**config.mk**
```make
export PLATFORM = sky130hd
export DESIGN_NAME = alu_issue_ctrl
export DESIGN_NICKNAME = d
export VERILOG_FILES = /design/src/rtl/alu_issue_ctrl_pkg.sv /design/src/rtl/alu_issue_ctrl_gpr_file.sv /design/src/rtl/alu_issue_ctrl.sv
export SDC_FILE = /design/constraint.sdc
export NUM_CORES = 1
export LEC_CHECK = 0
export ABC_AREA = 1
export ABC_CLOCK_PERIOD_IN_PS = 2400
export BUFFER_PORTS_ARGS = -buffer_cell sky130_fd_sc_hd__buf_4
export CAP_MARGIN = 10
export CORE_MARGIN = 4
export CORE_UTILIZATION = 28
export DETAILED_ROUTE_END_ITERATION = 8
export PLACE_DENSITY = 0.52
export SYNTH_ARGS = -nofsm -noshare
export SYNTH_HDL_FRONTEND = slang
export SYNTH_SLANG_ARGS = --single-unit
```
**constraint.sdc**
```tcl
create_clock -name i_clk -period 2.4 [get_ports i_clk]
set_input_delay 0.24 -clock i_clk [delete_from_list [all_inputs] [get_ports i_clk]]
set_output_delay 0.24 -clock i_clk [all_outputs]
set_load 0.005 [all_outputs]
```
**src/rtl/alu_issue_ctrl_pkg.sv**
```systemverilog
// Shared definitions for the ALU issue controller: ALU op codes, SREG bit
// positions, the flag bundle order and the issue FSM states.
package alu_issue_ctrl_pkg;

    localparam logic [3:0] OP_NOP  = 4'd0;
    localparam logic [3:0] OP_CPC  = 4'd1;
    localparam logic [3:0] OP_SBC  = 4'd2;
    localparam logic [3:0] OP_ADD  = 4'd3;
    localparam logic [3:0] OP_CPSE = 4'd4;
    localparam logic [3:0] OP_CP   = 4'd5;
    localparam logic [3:0] OP_SUB  = 4'd6;
    localparam logic [3:0] OP_ADC  = 4'd7;
    localparam logic [3:0] OP_AND  = 4'd8;
    localparam logic [3:0] OP_EOR  = 4'd9;
    localparam logic [3:0] OP_OR   = 4'd10;
    localparam logic [3:0] OP_MOV  = 4'd11;

    localparam int SREG_C = 0;
    localparam int SREG_Z = 1;
    localparam int SREG_N = 2;
    localparam int SREG_V = 3;
    localparam int SREG_S = 4;
    localparam int SREG_H = 5;
    localparam int SREG_T = 6;
    localparam int SREG_I = 7;

    // ALU flag bundle, MSB first: {H,S,V,N,Z,C}; matches SREG[5:0].
    typedef struct packed {
        logic h;
        logic s;
        logic v;
        logic n;
        logic z;
        logic c;
    } alu_flags_t;

    typedef enum logic [1:0] {
        ST_IDLE  = 2'd0,
        ST_ISSUE = 2'd1,
        ST_WB    = 2'd2
    } issue_state_e;

    function automatic logic is_legal(input logic [15:0] instr);
        return (instr[15:14] == 2'b00) && (instr[13:10] != OP_NOP);
    endfunction

    function automatic logic op_writes_rd(input logic [3:0] op);
        logic wr;
        case (op)
            OP_ADD, OP_ADC, OP_SUB, OP_SBC,
            OP_AND, OP_EOR, OP_OR, OP_MOV: wr = 1'b1;
            default:                       wr = 1'b0;
        endcase
        return wr;
    endfunction

    function automatic logic op_writes_sreg(input logic [3:0] op);
        return (op != OP_MOV) && (op != OP_CPSE);
    endfunction

endpackage

```
**src/rtl/alu_issue_ctrl_gpr_file.sv**
```systemverilog
// 32 x 8 general-purpose register file: two combinational read ports and two
// write ports; port 0 (write-back) wins over port 1 on an address collision.
module alu_issue_ctrl_gpr_file (
    input  logic       i_clk,
    input  logic       i_reset,
    input  logic [4:0] rd_addr0_i,
    output logic [7:0] rd_data0_o,
    input  logic [4:0] rd_addr1_i,
    output logic [7:0] rd_data1_o,
    input  logic       wr0_en_i,
    input  logic [4:0] wr0_addr_i,
    input  logic [7:0] wr0_data_i,
    input  logic       wr1_en_i,
    input  logic [4:0] wr1_addr_i,
    input  logic [7:0] wr1_data_i
);

    logic [7:0] regs_q [32];
    logic       wr1_keep;

    assign rd_data0_o = regs_q[rd_addr0_i];
    assign rd_data1_o = regs_q[rd_addr1_i];
    assign wr1_keep   = wr1_en_i && !(wr0_en_i && (wr0_addr_i == wr1_addr_i));

    always_ff @(posedge i_clk) begin
        if (i_reset) begin
            for (int i = 0; i < 32; i++) begin
                regs_q[i] <= 8'h00;
            end
        end else begin
            if (wr1_keep) begin
                regs_q[wr1_addr_i] <= wr1_data_i;
            end
            if (wr0_en_i) begin
                regs_q[wr0_addr_i] <= wr0_data_i;
            end
        end
    end

endmodule

```
**src/rtl/alu_issue_ctrl.sv**
```systemverilog
// Issue controller for two-register AVR ALU instructions: IDLE -> ISSUE -> WB.
// Build option ALU_ISSUE_ILLEGAL_EN: illegal words pulse o_illegal instead of retiring as NOPs.
module alu_issue_ctrl
    import alu_issue_ctrl_pkg::*;
(
    input  logic        i_clk,
    input  logic        i_reset,
    input  logic        i_instr_valid,
    input  logic [15:0] i_instr,
    output logic        o_instr_ready,
    output logic        o_done,
    output logic        o_skip,
    output logic        o_illegal,
    input  logic        i_ld_en,
    input  logic [4:0]  i_ld_addr,
    input  logic [7:0]  i_ld_data,
    output logic [3:0]  o_alu_operation,
    output logic [7:0]  o_alu_op1,
    output logic [7:0]  o_alu_op2,
    output logic [5:0]  o_alu_flags,
    input  logic [7:0]  i_alu_result,
    input  logic [5:0]  i_alu_flags,
    output logic [7:0]  o_sreg,
    output logic [1:0]  o_dbg_state
);

    // Handshake: a word transfers on a cycle with i_instr_valid && o_instr_ready
    // and i_reset low; ready is high only in IDLE, and valid need not be held.
    issue_state_e state_q, state_d;
    logic [3:0]   op_q;
    logic [4:0]   d_q, r_q;
    logic         legal_q, eq_q;
    alu_flags_t   flags_q;
    logic [7:0]   rd_val, rr_val;
    logic         accept, wb_rd_en, sreg_we;

    assign accept      = (state_q == ST_IDLE) && i_instr_valid;
    assign o_dbg_state = state_q;

    always_comb begin
        o_sreg         = 8'h00;
        o_sreg[SREG_H] = flags_q.h;
        o_sreg[SREG_S] = flags_q.s;
        o_sreg[SREG_V] = flags_q.v;
        o_sreg[SREG_N] = flags_q.n;
        o_sreg[SREG_Z] = flags_q.z;
        o_sreg[SREG_C] = flags_q.c;
        o_sreg[SREG_T] = 1'b0;
        o_sreg[SREG_I] = 1'b0;
    end

    alu_issue_ctrl_gpr_file u_gpr (
        .i_clk      (i_clk),
        .i_reset    (i_reset),
        .rd_addr0_i (d_q),
        .rd_data0_o (rd_val),
        .rd_addr1_i (r_q),
        .rd_data1_o (rr_val),
        .wr0_en_i   (wb_rd_en),
        .wr0_addr_i (d_q),
        .wr0_data_i (i_alu_result),
        .wr1_en_i   (i_ld_en),
        .wr1_addr_i (i_ld_addr),
        .wr1_data_i (i_ld_data)
    );

    always_comb begin
        state_d         = state_q;
        o_instr_ready   = 1'b0;
        o_done          = 1'b0;
        o_skip          = 1'b0;
        o_illegal       = 1'b0;
        o_alu_operation = OP_NOP;
        o_alu_op1       = 8'h00;
        o_alu_op2       = 8'h00;
        o_alu_flags     = 6'h00;
        wb_rd_en        = 1'b0;
        sreg_we         = 1'b0;
        case (state_q)
            ST_IDLE: begin
                o_instr_ready = 1'b1;
                if (i_instr_valid) begin
                    state_d = ST_ISSUE;
                end
            end
            ST_ISSUE: begin
                state_d = ST_WB;
                // Illegal words keep the ALU on its no-op.
                if (legal_q) begin
                    o_alu_operation = op_q;
                    o_alu_op1       = rd_val;
                    o_alu_op2       = rr_val;
                    o_alu_flags     = flags_q;
                end
            end
            ST_WB: begin
                state_d = ST_IDLE;
                if (legal_q) begin
                    o_done   = 1'b1;
                    o_skip   = (op_q == OP_CPSE) && eq_q;
                    wb_rd_en = op_writes_rd(op_q);
                    sreg_we  = op_writes_sreg(op_q);
                end else begin
`ifdef ALU_ISSUE_ILLEGAL_EN
                    o_illegal = 1'b1;
`else
                    o_done    = 1'b1;
`endif
                end
            end
            default: state_d = ST_IDLE;
        endcase
    end

    always_ff @(posedge i_clk) begin
        if (i_reset) begin
            state_q <= ST_IDLE;
            op_q    <= OP_NOP;
            d_q     <= 5'd0;
            r_q     <= 5'd0;
            legal_q <= 1'b0;
            eq_q    <= 1'b0;
            flags_q <= '0;
        end else begin
            state_q <= state_d;
            if (accept) begin
                op_q    <= i_instr[13:10];
                d_q     <= i_instr[8:4];
                r_q     <= {i_instr[9], i_instr[3:0]};
                legal_q <= is_legal(i_instr);
            end
            // CPSE equality comes from this local compare, not the ALU Z flag.
            if (state_q == ST_ISSUE) begin
                eq_q <= (rd_val == rr_val);
            end
            if (sreg_we) begin
                flags_q <= i_alu_flags;
            end
        end
    end

endmodule

```
# Yosys cells after proc, flatten, opt, wreduce, memory -nomap -nowiden
# Memories as Yosys holds them, arrays and structs flattened. A register that Yosys moved wholly into a read port is not among the register bits.
# Index checks and enable logic that the tools add are counted.
op_classes:
  muxes: 38
  eq_ne: 8
  reduce_logical: 12
ops:
  columns: ["operator", "n"]
  rows:
  - ["8-bit 2-to-1 mux", 6]
  - ["5-bit 2-to-1 mux", 6]
  - ["1-bit 2-to-1 mux", 18]
  - ["4-bit 2-to-1 mux", 4]
  - ["8-bit OR reduction", 2]
  - ["6-bit 2-to-1 mux", 2]
  - ["8-bit equality test", 1]
  - ["1-bit logical AND", 6]
  - ["5-bit equality test", 1]
  - ["4-bit by 3-bit equality test with 1-bit output (second input constant)", 1]
  - ["2-bit logical NOT", 2]
  - ["4-bit by 3-bit != test with 1-bit output (second input constant)", 1]
  - ["4-bit != test (second input constant)", 1]
  - ["2-bit one-hot mux with 2 select lines", 1]
  - ["4-bit nonzero test", 1]
  - ["2-bit by 1-bit equality test with 1-bit output (second input constant)", 1]
  - ["2-bit equality test (second input constant)", 1]
  - ["2-bit 2-to-1 mux", 1]
  - ["2-bit != test (second input constant)", 1]
  - ["1-bit logical NOT", 1]
totals:
  word_cells: 72
  input_bits: 47
  romBits: 16
  ram_bits: 256
  regBits: 24
  output_inout_bits: 40
  mem_count: 2
mem_list:
  columns: ["name", "depth", "width", "read_ports", "rd_clocked_by_memory_dff", "write_ports", "line_no", "rtl"]
  rows:
  - ["u_gpr.regs_q", 32, 8, 2, 2, 32, "alu_issue_ctrl_gpr_file.sv:18", "logic [7:0] regs_q [32];"]
  - ["(name not given)", 16, 1, 1, 1, 0, "alu_issue_ctrl_pkg.sv:49", "case (op)"]

# Longest topological paths before layout
depth:
  word_depth: 10
  ltp_mapped: 17
  depth_no_buf: 15

# Modules after synthesis
# From an unflattened synthesis, not the netlist that was laid out.
hier_totals:
  cells_unflattened: 2793
  hier_area_um2: 19074.5
by_module_without_submodules:
  columns: ["mod", "cells_each", "area_per_inst_um2", "seq_area_each_um2", "instances"]
  rows:
  - ["alu_issue_ctrl_gpr_file", 2590, 17752.0, 7687.4, 1]
  - ["alu_issue_ctrl", 203, 1322.5, 500.5, 1]

# Worst setup path after synthesis
# Ideal clock, no wire load.
synth_path:
  path_type: "register to register"
  start: "register state_q[1], in the netlist o_dbg_state[1]"
  end: "memory u_gpr.regs_q[13][0] (enable)"
  t_required_ns: 2.024
  slack_ns: 0.245
  period_less_slack_ns: 2.155
  path_stages_with_launch: 10
  setup_time_ns: 0.376
  arrival_ns: 1.779
  cell_sequence: "dfxtp_1 -> inv_2 -> nor2_4 -> nand3_2 -> nor2_2 -> inv_2 -> nor3_4 -> nand2_4 -> buf_6 -> o211ai_1"
synth_lines:
  columns: ["item", "line_no", "rtl"]
  rows:
  - ["start, declared", "alu_issue_ctrl.sv:29", "issue_state_e state_q, state_d;"]
  - ["start signal, assigned", "alu_issue_ctrl.sv:125", "state_q <= state_d;"]
  - ["end, declared", "alu_issue_ctrl_gpr_file.sv:18", null]

==> results.sh <==
export IMPL_drtIter0Drc=2872
export IMPL_synth_edf_count=256
export IMPL_setup_ws_ns=-0.262
export IMPL_maxSlewViolCount=0
export IMPL_p_per_area_nw_per_um2=636
export IMPL_cp_required_ns=2.16
export IMPL_ys_async_sr_fraction_pct=0
export IMPL_synthTopCellsByArea="edfxtp_1 44%, nand2_1 18%, nand3_1 14%, o22ai_1 6.8%, dfxtp_1 4.0%"
export IMPL_synth_top_area_cell="edfxtp_1"
export IMPL_reg2reg_to="eq_q"
export IMPL_setup_viol=17
export IMPL_synth_common_cells="832 x nand2_1, 498 x nand3_1, 256 x edfxtp_1, 192 x o22ai_1, 75 x clkbuf_1"
export IMPL_cts_root_buffer="clkbuf_16"
export IMPL_relSlewSlack_pct=47.5
export IMPL_groute_usage_overall_pct=26.2
export IMPL_die_x_um=259
export IMPL_worst_setup_path_start_kind="register"
export IMPL_final_setup_skew_ns=0.0301
export IMPL_yosysMostFrequentCell="nand2_1"
export IMPL_status="finished with violations"
export IMPL_port_buffers=83
export IMPL_drc_errors=0
export IMPL_yosysUniqueCellTypes=36
export IMPL_p_comb_share_pct=25.0
export IMPL_area_growth_pct=37.4
export IMPL_p_int_mw=10.4
export IMPL_viasPerCell=5.75
export IMPL_crit_end="o_alu_op2[3]"
export IMPL_wirelength_um=92000
export IMPL_avgSynthCellArea_um2=7.69
export IMPL_die_area_um2=67200
export IMPL_p_clk_share_pct=35.9
export IMPL_syn_area_um2=17700
export IMPL_io_pins=87
export IMPL_max_freq_mhz=376
export IMPL_ys_ff_latch=291
export IMPL_vdd_ir_drop_max_mv=0.367
export IMPL_start_util_pct=28.5
export IMPL_r2r_cells=21
export IMPL_grt_pass1_wl_um=129000
export IMPL_synthCells=2298
export IMPL_dp_slack_ns=0.0989
export IMPL_crit_type="reg -> out"
export IMPL_hold_viol=0
export IMPL_fin_crit_ns=2.66
export IMPL_fin_util_pct=39.1
export IMPL_grt_max_degree=52
export IMPL_ys_flop_type="edfxtp_1"
export IMPL_p_leak_nw=9.79
export IMPL_synth_top_area_share_pct=43.5
export IMPL_antenna_found_initial=2
export IMPL_dieHeight_um=259
export IMPL_post_route_period_util_pct=111
export IMPL_rsz0062_at_grt="yes"
export IMPL_wl_per_cell_um=27.1
export IMPL_critPathCaptureType="output pin"
export IMPL_switching_share_pct=32.9
export IMPL_critPathMaxFanout=33
export IMPL_cts_sinks=291
export IMPL_dr_pass1_iters=9
export IMPL_globalRoute_totalOverflow=0
export IMPL_p_seq_share_pct=39.1
export IMPL_nNetsFinal=2577
export IMPL_regToRegSetupSlack_ns=-0.18
export IMPL_cts_buffers_inserted=38
export IMPL_maxCapViolCount=0
export IMPL_power_switching_mw=5.07
export IMPL_clk_latency_ns=0.57
export IMPL_grt_pass1_vias=18400
export IMPL_violations="setup timing"
export IMPL_cts_tree="done"
export IMPL_dpl_hpwl_um=55500
export IMPL_rows=91
export IMPL_core_um2=62100
export IMPL_vias=19500
export IMPL_cts_buffer_depth=3
export IMPL_place_congestion=0.978
export IMPL_worst_slew_pin_slew_ns=0.784
export IMPL_clkTransAtPathRegs_ns=0.06
export IMPL_diodes=0
export IMPL_synth_seq_area_share_pct=47.5
export IMPL_drive_gt1_share_pct=28.3
export IMPL_ys_warn_count=0
export IMPL_hp_class="in -> reg"
export IMPL_h_tree_depth=2
export IMPL_final_antenna_net_count=0
export IMPL_arrival_ns=2.42
-- layout make-up --
| type | instances | area, um^2 |
|---|---|---|
| Sequential cell | 291 | 8400 |
| Fill cell | 6205 | 37800 |
| Multi-Input combinational cell | 1745 | 9110 |
| Clock buffer | 54 | 1050 |
| Clock inverter | 15 | 115 |
| Timing Repair Buffer | 371 | 4200 |
| Tap cell | 837 | 1050 |
| Inverter | 83 | 337 |
-- worst min-delay path by stage --
| stage | startpoint | to | slack [ns] | depth (start not counted) |
|---|---|---|---|---|
| after global routing | i_instr[7] | d_q[3] | 0.05 | 3 |
| after detailed placement | o_sreg[0] | o_sreg[0] | 0.47 | 2 |
| final | i_instr[9] | register | 0.01 | 3 |
| after global placement | o_sreg[2] | o_sreg[2] | 0.46 | 2 |
| after floorplan | i_reset | eq_q | 0.31 | 1 |
| after CTS | i_instr[12] | op_q[2] | 0.01 | 3 |
-- placed cells by master, fill, tap and decap left out, types with 3 or more instances in the layout --
cell           netlist  layout
clkinv_1             4       7
o21ai_0             60      60
nor2_2               1       4
edfxtp_1           256     256
dlygate4sd3_1        0      12
buf_12               0      45
nor2_4               1      11
nor2_1              66      53
nand3_2              3     117
buf_4               22     256
nand3_1            498     382
inv_2               17      20
buf_8                0       4
nor3_1              17      17
dfxtp_1             35      31
nand2_1            832     711
nand2_2              8     114
clkbuf_16            0      49
o21ai_1             15      13
o22ai_1            192     192
o21ai_2             12      12
nand2_4              3      18
buf_6               16      16
clkbuf_1            75      13
a21oi_1             18      17
conb_1               1       3
nor3_4               3       3
clkinv_2             0       5
buf_16               0      28
inv_1               62      57
-- logic make-up (layout without fill, tap and decap cells) --
family,Yosys count,in the layout,synth area share (%)
and+or+nand+nor,1437,1437,34.9
AOI/OAI and AO/OA,304,304,10.4
DFF,291,291,47.5
buffers and inverters,264,523,7.15
other,1,3,0.0212
xor gates and xnor gates,1,1,0.0496
-- flip-flops by register name, summed over array words and instances (netlist names), named ones only --
signal        count
o_dbg_state       2
d_q               5
o_sreg            6
r_q               5
eq_q              1
u_gpr.regs_q    256
op_q              4
legal_q           1
-- critical path: stages (launching register included) --
cell and delay [ns]:
dfxtp_4 0.44, clkinv_8 0.12, buf_16 0.20, nand2_1 0.11, nand3_2 0.08, nand3_2 0.10, nand2_2 0.08, nand2_2 0.07
nand2_1 0.07, nand2_1 0.10, nand2_2 0.07, inv_2 0.06, nor2_1 0.03, buf_4 0.18, buf_6 0.11
-- metal layers --
| layer | up-vias | part of all wire [%] | global-route usage, % |
|---|---|---|---|
| li1 | 8477 | - | - |
| met1 | 9397 | 40 | 35.3 |
| met5 | - | 0 | 0 |
| met3 | 283 | 12 | 6.69 |
| met4 | 0 | 5.3 | 11.4 |
| met2 | 1384 | 43 | 40.0 |
-- what timing repair did --
action | CTS | global route
hold buffers | 12 | 0
resized for setup | 207 | 153
endpoints found under the hold margin | 14 | 0
setup endpoints to repair | 16 | 49
gates cloned | 25 | 10
setup buffers | 27 | 15
pin swaps | 54 | 76
-- power groups by stage --
| stage | clock network (mW) | logic, mW | registers [mW] |
|---|---|---|---|
| 4_1_cts | 5.58 | 3.48 | 6.01 |
| 6_report | 5.53 | 3.86 | 6.03 |
| 3_5_place_dp | 0 | 2.78 | 6.10 |
| 3_3_place_gp | 0 | 2.78 | 6.11 |
| 5_1_grt | 5.80 | 4.03 | 6.05 |
| 2_1_floorplan | 0 | 1.62 | 5.98 |
-- per-stage QoR --
step	TNS, ns	instance area (um^2)	hold slack [ns]	std cells	power (mW)
3_5_place_dp	0	20400	0.467	3249	8.88
4_1_cts	-3.79	23500	0.0107	3379	15.1
2_1_floorplan	0	17700	0.309	2300	7.60
6_report	-3.68	24300	0.0126	3396	15.4
3_3_place_gp	0	20400	0.460	3249	8.89
5_1_grt	-4.73	24300	0.0543	3396	15.9
No activity file was read; power rests on OpenSTA's default activity.
